## src/rtl/video_timing_pkg.sv

```systemverilog
// Shared constants and helpers for the parametrised raster timing generator.
// The defaults describe the 396x256 raster at 6.144 MHz.
package video_timing_pkg;

    localparam int DEF_H_TOTAL  = 396;
    localparam int DEF_H_ACT_B  = 25;
    localparam int DEF_H_ACT_E  = 265;
    localparam int DEF_HS_START = 320;
    localparam int DEF_HS_LEN   = 31;
    localparam int DEF_V_TOTAL  = 256;
    localparam int DEF_V_ACT_E  = 224;
    localparam int DEF_VS_START = 226;
    localparam int DEF_VS_LEN   = 5;
    localparam int DEF_HPOS_OFS = 24;
    localparam int DEF_CNT_W    = 9;
    localparam int DEF_RGB_W    = 12;
    localparam int DEF_HOFFS_W  = 5;
    localparam int DEF_VOFFS_W  = 4;

    // True when cnt lies in the len-wide window starting at start, wrapping past total-1.
    function automatic logic in_window(int cnt, int start, int len, int total);
        int diff;
        diff = cnt - start;
        if (diff < 0) diff += total;
        return diff < len;
    endfunction

    // (base + off) mod total for a small signed off, corrected by one period at most.
    function automatic int wrap_add(int base, int off, int total);
        int sum;
        sum = base + off;
        if (sum < 0)
            sum += total;
        else if (sum >= total)
            sum -= total;
        return sum;
    endfunction

endpackage

```

## src/rtl/video_timing_gen_sync_window.sv

```systemverilog
// Registered wrap-around window decoder, used for both hsync and vsync.
module sync_window
    import video_timing_pkg::*;
#(
    parameter int CNT_W = DEF_CNT_W
) (
    input  logic             clk_sys,
    input  logic             reset,
    input  logic             ce_pix,
    input  logic [CNT_W-1:0] cnt,
    input  logic [CNT_W-1:0] start,
    input  logic [CNT_W-1:0] len,
    input  logic [CNT_W:0]   total,
    output logic             flag
);

    // NOTE: non-blocking assignment so every register samples pre-edge values.
    always_ff @(posedge clk_sys) begin
        if (reset)
            flag <= 1'b0;
        else if (ce_pix)
            flag <= in_window(int'(cnt), int'(start), int'(len), int'(total));
    end

endmodule

```

## src/rtl/video_timing_gen.sv

```systemverilog
// Raster timing generator on clk_sys with a pixel clock-enable: counters, blanking,
// sync with frame-latched offsets, game coordinates, blanked RGB and line/frame pulses.
module video_timing_gen
    import video_timing_pkg::*;
#(
    parameter int H_TOTAL  = DEF_H_TOTAL,
    parameter int H_ACT_B  = DEF_H_ACT_B,
    parameter int H_ACT_E  = DEF_H_ACT_E,
    parameter int HS_START = DEF_HS_START,
    parameter int HS_LEN   = DEF_HS_LEN,
    parameter int V_TOTAL  = DEF_V_TOTAL,
    parameter int V_ACT_E  = DEF_V_ACT_E,
    parameter int VS_START = DEF_VS_START,
    parameter int VS_LEN   = DEF_VS_LEN,
    parameter int HPOS_OFS = DEF_HPOS_OFS,
    parameter int CNT_W    = DEF_CNT_W,
    parameter int RGB_W    = DEF_RGB_W,
    parameter int HOFFS_W  = DEF_HOFFS_W,
    parameter int VOFFS_W  = DEF_VOFFS_W
) (
    input  logic                      clk_sys,
    input  logic                      reset,
    input  logic                      ce_pix,
    input  logic signed [HOFFS_W-1:0] hoffs,
    input  logic signed [VOFFS_W-1:0] voffs,
    input  logic [RGB_W-1:0]          rgb_in,
    output logic [CNT_W-1:0]          hpos,
    output logic [CNT_W-1:0]          vpos,
    output logic [RGB_W-1:0]          rgb_out,
    output logic                      hblank,
    output logic                      vblank,
    output logic                      hsync,
    output logic                      vsync,
    output logic                      de,
    output logic                      frame_start,
    output logic                      line_start
);

    if (!(H_ACT_B < H_ACT_E && H_ACT_E <= H_TOTAL)) begin : g_chk_hact
        $error("video_timing_gen: need H_ACT_B < H_ACT_E <= H_TOTAL");
    end
    if (!(HS_LEN < H_TOTAL)) begin : g_chk_hslen
        $error("video_timing_gen: need HS_LEN < H_TOTAL");
    end
    if (!(VS_LEN < V_TOTAL)) begin : g_chk_vslen
        $error("video_timing_gen: need VS_LEN < V_TOTAL");
    end
    if (!(H_TOTAL <= 2**CNT_W)) begin : g_chk_htot
        $error("video_timing_gen: H_TOTAL does not fit CNT_W");
    end
    if (!(V_TOTAL <= 2**CNT_W)) begin : g_chk_vtot
        $error("video_timing_gen: V_TOTAL does not fit CNT_W");
    end

    localparam logic [CNT_W-1:0] H_LAST = CNT_W'(H_TOTAL - 1);
    localparam logic [CNT_W-1:0] V_LAST = CNT_W'(V_TOTAL - 1);

    logic [CNT_W-1:0]          hcnt;
    logic [CNT_W-1:0]          vcnt;
    logic signed [HOFFS_W-1:0] hoffs_l;
    logic signed [VOFFS_W-1:0] voffs_l;
    logic [CNT_W-1:0]          hs_b;
    logic [CNT_W-1:0]          vs_b;
    logic                      h_last;
    logic                      v_last;

    assign h_last = (hcnt == H_LAST);
    assign v_last = (vcnt == V_LAST);

    always_ff @(posedge clk_sys) begin
        if (reset) begin
            hcnt <= '0;
            vcnt <= '0;
        end else if (ce_pix) begin
            if (!h_last) begin
                hcnt <= hcnt + CNT_W'(1);
            end else begin
                hcnt <= '0;
                vcnt <= v_last ? '0 : vcnt + CNT_W'(1);
            end
        end
    end

    // Offsets only change on the last pixel of a frame so sync never tears mid-frame.
    always_ff @(posedge clk_sys) begin
        if (reset) begin
            hoffs_l <= hoffs;
            voffs_l <= voffs;
        end else if (ce_pix && h_last && v_last) begin
            hoffs_l <= hoffs;
            voffs_l <= voffs;
        end
    end

    // rgb_out deliberately uses the already-registered blank flags (one-pixel pipeline).
    always_ff @(posedge clk_sys) begin
        if (reset) begin
            hblank  <= 1'b1;
            vblank  <= 1'b1;
            rgb_out <= '0;
        end else if (ce_pix) begin
            hblank  <= (int'(hcnt) < H_ACT_B) || (int'(hcnt) >= H_ACT_E);
            vblank  <= (int'(vcnt) >= V_ACT_E);
            rgb_out <= (hblank || vblank) ? '0 : rgb_in;
        end
    end

    always_ff @(posedge clk_sys) begin
        if (reset) begin
            line_start  <= 1'b0;
            frame_start <= 1'b0;
        end else begin
            line_start  <= ce_pix && h_last;
            frame_start <= ce_pix && h_last && v_last;
        end
    end

    always_comb begin
        hs_b = CNT_W'(wrap_add(HS_START, int'(hoffs_l), H_TOTAL));
        vs_b = CNT_W'(wrap_add(VS_START, int'(voffs_l), V_TOTAL));
    end

    sync_window #(.CNT_W(CNT_W)) u_hsync (
        .clk_sys (clk_sys),
        .reset   (reset),
        .ce_pix  (ce_pix),
        .cnt     (hcnt),
        .start   (hs_b),
        .len     (CNT_W'(HS_LEN)),
        .total   ((CNT_W+1)'(H_TOTAL)),
        .flag    (hsync)
    );

    sync_window #(.CNT_W(CNT_W)) u_vsync (
        .clk_sys (clk_sys),
        .reset   (reset),
        .ce_pix  (ce_pix),
        .cnt     (vcnt),
        .start   (vs_b),
        .len     (CNT_W'(VS_LEN)),
        .total   ((CNT_W+1)'(V_TOTAL)),
        .flag    (vsync)
    );

    assign de   = ~(hblank | vblank);
    assign hpos = hcnt - CNT_W'(HPOS_OFS);
    assign vpos = vcnt;

endmodule

```

## config.mk

```make
export PLATFORM = sky130hd
export DESIGN_NAME = video_timing_gen
export DESIGN_NICKNAME = d
export VERILOG_FILES = /design/src/rtl/video_timing_pkg.sv /design/src/rtl/video_timing_gen_sync_window.sv /design/src/rtl/video_timing_gen.sv
export SDC_FILE = /design/constraint.sdc
export NUM_CORES = 1
export LEC_CHECK = 0
export ABC_AREA = 1
export BUFFER_PORTS_ARGS = -buffer_cell sky130_fd_sc_hd__buf_2
export CAP_MARGIN = 15
export CORE_MARGIN = 2
export CORE_UTILIZATION = 56
export DETAILED_ROUTE_END_ITERATION = 7
export GPL_TIMING_DRIVEN = 0
export PLACE_DENSITY_LB_ADDON = 0.05
export REMOVE_ABC_BUFFERS = 1
export SLEW_MARGIN = 15
export SYNTH_ARGS = -nofsm -noshare
export SYNTH_HDL_FRONTEND = slang
export SYNTH_SLANG_ARGS = --single-unit
```

## constraint.sdc

```tcl
create_clock -name clk_sys -period 3.3 [get_ports clk_sys]
set_input_delay 0.495 -clock clk_sys [delete_from_list [all_inputs] [get_ports clk_sys]]
set_output_delay 0.495 -clock clk_sys [all_outputs]
set_load 0.01 [all_outputs]
```

==> results.txt, run 1 <==
Final GP Congestion - 0.861
Worst Setup SP - voffs_l[1]$_DFFE_PP_
CTS max path bufs - 2
Vias in the first global route - 2778
Worst reg2reg path endpoint - u_vsync.flag$_SDFFE_PP0P_
Hold Startpoint - hoffs[4]
Fmax - 332 MHz
WP data arrival - 3220 ps
Sink Count - 45
Hold Fails Final Rpt - 0
Final TNS setup - 0 ps
Root buf cell - clkbuf_8
Largest net degree at the start of global routing - 38
Path depth of the worst reg2reg path - 24
Rel. slew slack - 42.6%
H-tree depth - 2
Total power - 1.26 mW
Period utilization - 91.3%
Most common cell after layout, fill and taps aside - nand2_1
Antenna violations before repair - 0
Chip height - 78.5 um
Filler cells - 506
Residual DRC - 0
TritonCTS clock tree - yes
Worst Skew - 18.8 ps
Fin nets - 555
Synthesized area - 3110 um2
Routed WL per cell - 12.0 um
Register clock-pin slew on the reported worst setup and hold paths - 100 ps
CP endpoint - u_vsync.flag$_SDFFE_PP0P_
Ys Warns - 0
Commonest non-fill, non-tap cells in the layout - nand2_1, inv_1, buf_2
Reg-to-reg slack, setup - 290 ps
GR Overflow Total - 0
Die area - 6160 um2
Core area - 5440 um2
Syn Inst Count - 449
Worst min-delay path category - input pin to register
Routed Antenna Nets - 0
Element type at the critical path end - register
Post-DP HPWL - 5320 um
Max_cap viols - 0
Unrepaired setup endpoints after global routing - no
Row cnt - 27
Min Tclk post-route - 3010 ps
Global-route wire length before repair - 11700 um
Vias - 2927
Hold WS - 356 ps
Die width - 78.5 um
Total track usage - 23.4%
Worst-Margin Slew - 858 ps
Final Max Slew Viols - 0
PD cells - 353 nW/um2
Area grow syn2layout - 14.7%
Crit Reg-Reg Startpoint - voffs_l[1]$_DFFE_PP_
Final WL - 6930 um
Sequential share of the synthesized area - 31.9%
Ports - 61
Final setup violation count - 0
Layout cells sized above 1 - 20.9%
TritonRoute pass-1 iters - 4
DRT iter0 DRCs - 106
Leak - 1.81 nW
Reg area - 992 um2
Syn Area/Cell - 6.92 um2
Kind of critical path - register to register
Outcome - completed
Total CTS buffers - 5
Maximum vdd drop - 0.000248 V
Starting density of the core - 57.1%
Worst Path Max Fanout - 3
Distinct cells, synth - 35
Seq cells post-synth - 45
CP Data Required Time - 3500 ps
Startpoint type of the worst setup path - register
Buffers on Ports - 60
Diode count - 0
Worst-Skew Late Latency - 310 ps
DR vias/cell - 5.06
Area of the multi-input gates - 1780 um2
## critical path: stages (launching register included)
cell      delay, ps
edfxtp_1        440
ha_2            190
inv_1            80
ha_4            210
ha_4            270
nand3_1          90
nand2_2          90
nand2_1          50
nand2_1          50
nand2_1          60
nand2_2          70
nand2_1          60
xor2_1          170
ha_1            290
inv_1            40
nor2_2           80
o21ai_0          80
inv_1            60
nand4_1          90
nor2_2          120
nand3_1          80
nand2_1          60
nand3_1          60
nand2_1         100
inv_1            40
## stage by stage
stage / instance area, um2 / utilization (%) / worst slack [ps] / instances
2_1_floorplan: 3010 / - / 490 / 435
3_3_place_gp: 3400 / 62.4 / 144 / 567
3_5_place_dp: 3400 / 62.4 / 99.1 / 567
4_1_cts: 3500 / 64.4 / 80.2 / 575
5_1_grt: 3560 / 65.5 / 10.9 / 578
6_report: 3560 / 65.5 / 286 / 578
## state kept, by name, summed over array words and instances (netlist names), 4 cells and up
name     flops
hcnt         9
hoffs_l      5
rgb_out     12
voffs_l      4
vpos         9
## how the worst min path moves through the flow
stage                                      to  depth (start not counted)  slack, ps
global placement    u_hsync.flag$_SDFFE_PP0P_                          2        460
floorplan           u_hsync.flag$_SDFFE_PP0P_                          2        490
global route             hoffs_l[4]$_DFFE_PP_                          1        340
CTS                      hoffs_l[4]$_DFFE_PP_                          1        350
finish                   hoffs_l[4]$_DFFE_PP_                          1        360
detailed placement  u_hsync.flag$_SDFFE_PP0P_                          2        470
## final cells by class
| type | count | area share [%] |
|---|---|---|
| Inverter | 72 | 7.58 |
| Clock inverter | 1 | 0.246 |
| Clock buffer | 7 | 2.74 |
| Timing Repair Buffer | 63 | 9.06 |
| Multi-Input combinational cell | 318 | 50.0 |
| Tap cell | 72 | 2.53 |
| Sequential cell | 45 | 27.8 |
## synth_stat cells (all sizes together)
library cell / number / share of area (%)
o211ai: 2 / 0.48
nand3: 37 / 6.4
inv: 72 / 8.7
a211oi: 1 / 0.24
or2: 1 / 0.20
nand2: 123 / 15
nand4: 8 / 1.8
nor3b: 3 / 0.72
nor4: 2 / 0.40
nor3: 11 / 1.8
a21oi: 25 / 4.3
a31oi: 1 / 0.20
a22oi: 2 / 0.48
buf: 8 / 2.5
ha: 24 / 9.7
o2111ai: 1 / 0.28
edfxtp: 9 / 8.7
fa: 2 / 1.3
dfxtp: 36 / 23
o21a: 1 / 0.24
xor2: 9 / 2.8
xnor2: 2 / 0.56
o21ai: 22 / 3.7
clkbuf: 6 / 0.72
nor2: 41 / 5.3
## kinds of logic (layout without fill, tap and decap cells)
family / Yosys count / count (layout) / synth area share [%]
buf+inv: 86 / 143 / 12.0
compound gates: 55 / 55 / 9.87
flops: 45 / 45 / 31.9
fa+ha+maj: 26 / 26 / 11.0
simple gates: 226 / 226 / 32.0
xor+xnor: 11 / 11 / 3.34
## metal layers
layer  global-route usage, %  vias to the layer above  share of wire (%)
met5                       0                        -                  0
met4                    6.49                        0                1.4
met3                    3.56                       10                2.7
met2                    44.3                       45                 51
met1                    27.0                     1323                 45
li1                        -                     1549                  -
## power breakdown
group / total (mW) / switching [mW] / internal [mW]
Clock: 0.398 / 0.200 / 0.199
Sequential: 0.599 / 0.0153 / 0.583
Combinational: 0.260 / 0.157 / 0.103
Total: 1.26 / 0.372 / 0.885
## what timing repair did
action / in CTS / in global routing
endpoints found under the setup margin: 0 / 1
hold buffers: 0 / 0
buffers inserted: 0 / 3
gates resized for setup: 0 / 8
Note: power is estimated with default switching activity, not from simulation.
==> run 2: changes to the inputs <==
--- a/config.mk
+++ b/config.mk
@@ -8,6 +8,7 @@
 export ABC_AREA = 1
 export BUFFER_PORTS_ARGS = -buffer_cell sky130_fd_sc_hd__buf_2
 export CAP_MARGIN = 15
+export CORE_ASPECT_RATIO = 0.9
 export CORE_MARGIN = 2
 export CORE_UTILIZATION = 56
 export DETAILED_ROUTE_END_ITERATION = 7
==> run 2 against run 1 <==
Against the previous run: first-iteration DRC count rose by 47%; clock skew decreased by 11 ps; core utilization increased by 1.2 points; total power increased by 1.7%.
==> results.txt, run 2 (synthesized netlist as in run 1, its figures left out) <==
Diode count - 0
Worst Setup SP - voffs_l[1]$_DFFE_PP_
Fmax - 326 MHz
Max reg flops - 12
Antenna violations before repair - 0
Hold Startpoint - voffs[3]
Worst-path cell chain - ha_2 > inv_1 > ha_1 > ha_4 > nand3_1 > nand2_2 > nand2_1 > nand2_1 > nand2_1 > nand2_2 > nand2_1 > xor2_1 > ha_1 > inv_1 > nor2_1 > o21ai_1 > inv_1 > nand4_1 > nor2_2 > nand3_1 > nand2_1 > nand3_1 > nand2_1 > inv_1
Finished Cell Area - 3550 um2
Buffers on Ports - 60
Register clock-pin slew on the reported worst setup and hold paths - 90 ps
Element type at the critical path end - register
Pint - 912 uW
Crit Reg-Reg Startpoint - voffs_l[1]$_DFFE_PP_
DR vias/cell - 5.14
Worst slack, placed - 88.7 ps
Die width - 82.5 um
Worst setup margin - 230 ps
Final GP Congestion - 0.823
Sw Pwr - 366 uW
Sink Count - 45
Sw Ratio - 28.6%
Slowest stage cell, crit path - edfxtp_1
Kind of critical path - register to register
Worst-Skew Late Latency - 300 ps
Final Max Slew Viols - 0
Hold Fails Final Rpt - 0
Total CTS buffers - 5
Leak - 1.81 nW
Placed Area - 3390 um2
Routed WL per cell - 12.1 um
Maximum vdd drop - 0.000231 V
Largest net degree at the start of global routing - 38
Max incr delay on CP - 430 ps
Vias - 2945
H-tree depth - 2
Area grow syn2layout - 14.2%
Fin nets - 555
TritonRoute pass-1 iters - 4
Total power - 1.28 mW
Post-DP HPWL - 5310 um
TritonCTS clock tree - yes
Die area - 6160 um2
Comb pwr share - 20.1%
Max_cap viols - 0
Residual DRC - 0
Most common cell after layout, fill and taps aside - nand2_1
Clock share of power - 33.1%
DRT iter0 DRCs - 156
Final WL - 6960 um
Global-route wire length before repair - 11300 um
CP Data Required Time - 3500 ps
Register with the most flip-flops - rgb_out
Core area - 5320 um2
Root buf cell - clkbuf_8
Chip height - 74.7 um
PD cells - 360 nW/um2
Total track usage - 23.4%
CP dominant cell by count - nand2_1
Buffers and inverters on the worst path - 4
Commonest non-fill, non-tap cells in the layout - nand2_1, inv_1, buf_2
Starting density of the core - 58.4%
Startpoint type of the worst setup path - register
Layout cells sized above 1 - 20.6%
Worst-Margin Slew - 753 ps
Worst Path Max Fanout - 4
WP data arrival - 3270 ps
Crit path max-delay family - simple AND/OR/NAND/NOR gates
Ports - 61
CTS max path bufs - 2
Min Tclk post-route - 3070 ps
Sequential power share - 46.7%
Outcome - completed
Rel. slew slack - 49.6%
Final setup violation count - 0
Row cnt - 25
GR Overflow Total - 0
Vias in the first global route - 2633
Period utilization - 93.0%
Worst min-delay path category - input pin to register
Routed Antenna Nets - 0
Worst Skew - 7.50 ps
[run 2: cell count changes in the layout (fill, tap and decap cells not counted), sizes merged]
cell / change
bufinv: +1
clkbuf: -1
clkinv: +1
inv: -1
[run 2: final cells by class]
type                    count  area (um2)
repair buffers             63         323
clock buffers               6        72.6
multi-input cells         318        1770
clock inverters             2        38.8
inverters                  72         270
well taps                  67        83.8
fillers                   499        1770
flip-flops and latches     45         992
[run 2: metal layers]
metal | track usage (%) | share of wire (%) | wire (um)
met5 | 0 | 0 | 0
met1 | 29.2 | 46 | 3220
met2 | 42.9 | 50 | 3480
met3 | 3.24 | 2.8 | 194
met4 | 5.28 | 0.88 | 61
[run 2: path summary, 6_finish.rpt]
| path | endpoint | slack, ps | cells past startpoint |
|---|---|---|---|
| setup / recovery | u_vsync.flag$_SDFFE_PP0P_ | 230 | 24 |
| hold / removal | voffs_l[3]$_DFFE_PP_ | 360 | 1 |
| setup reg to reg | u_vsync.flag$_SDFFE_PP0P_ | 230 | 24 |
| hold reg to reg | u_hsync.flag$_SDFFE_PP0P_ | 490 | 2 |
[run 2: timing repair]
| item | 4_1_cts | 5_1_grt |
|---|---|---|
| resized for setup | 0 | 7 |
| hold buffers | 0 | 0 |
| endpoints found under the setup margin | 0 | 1 |
| buffers inserted | 0 | 3 |
[run 2: per-stage QoR]
step | utilization (%) | std cells | hold slack (ps) | setup TNS [ps]
3_3_place_gp | 63.7 | 562 | 464 | 0
2_1_floorplan | - | 435 | 493 | 0
5_1_grt | 66.7 | 573 | 353 | -28.3
4_1_cts | 65.8 | 570 | 359 | 0
6_report | 66.7 | 573 | 365 | 0
3_5_place_dp | 63.7 | 562 | 482 | 0
[run 2: power by group through the flow]
stage | sequential, mW | combinational [mW] | clock (mW)
floorplan | 0.614 | 0.169 | 0
CTS | 0.598 | 0.248 | 0.433
global route | 0.601 | 0.292 | 0.451
global placement | 0.610 | 0.238 | 0
finish | 0.597 | 0.257 | 0.423
detailed placement | 0.611 | 0.247 | 0
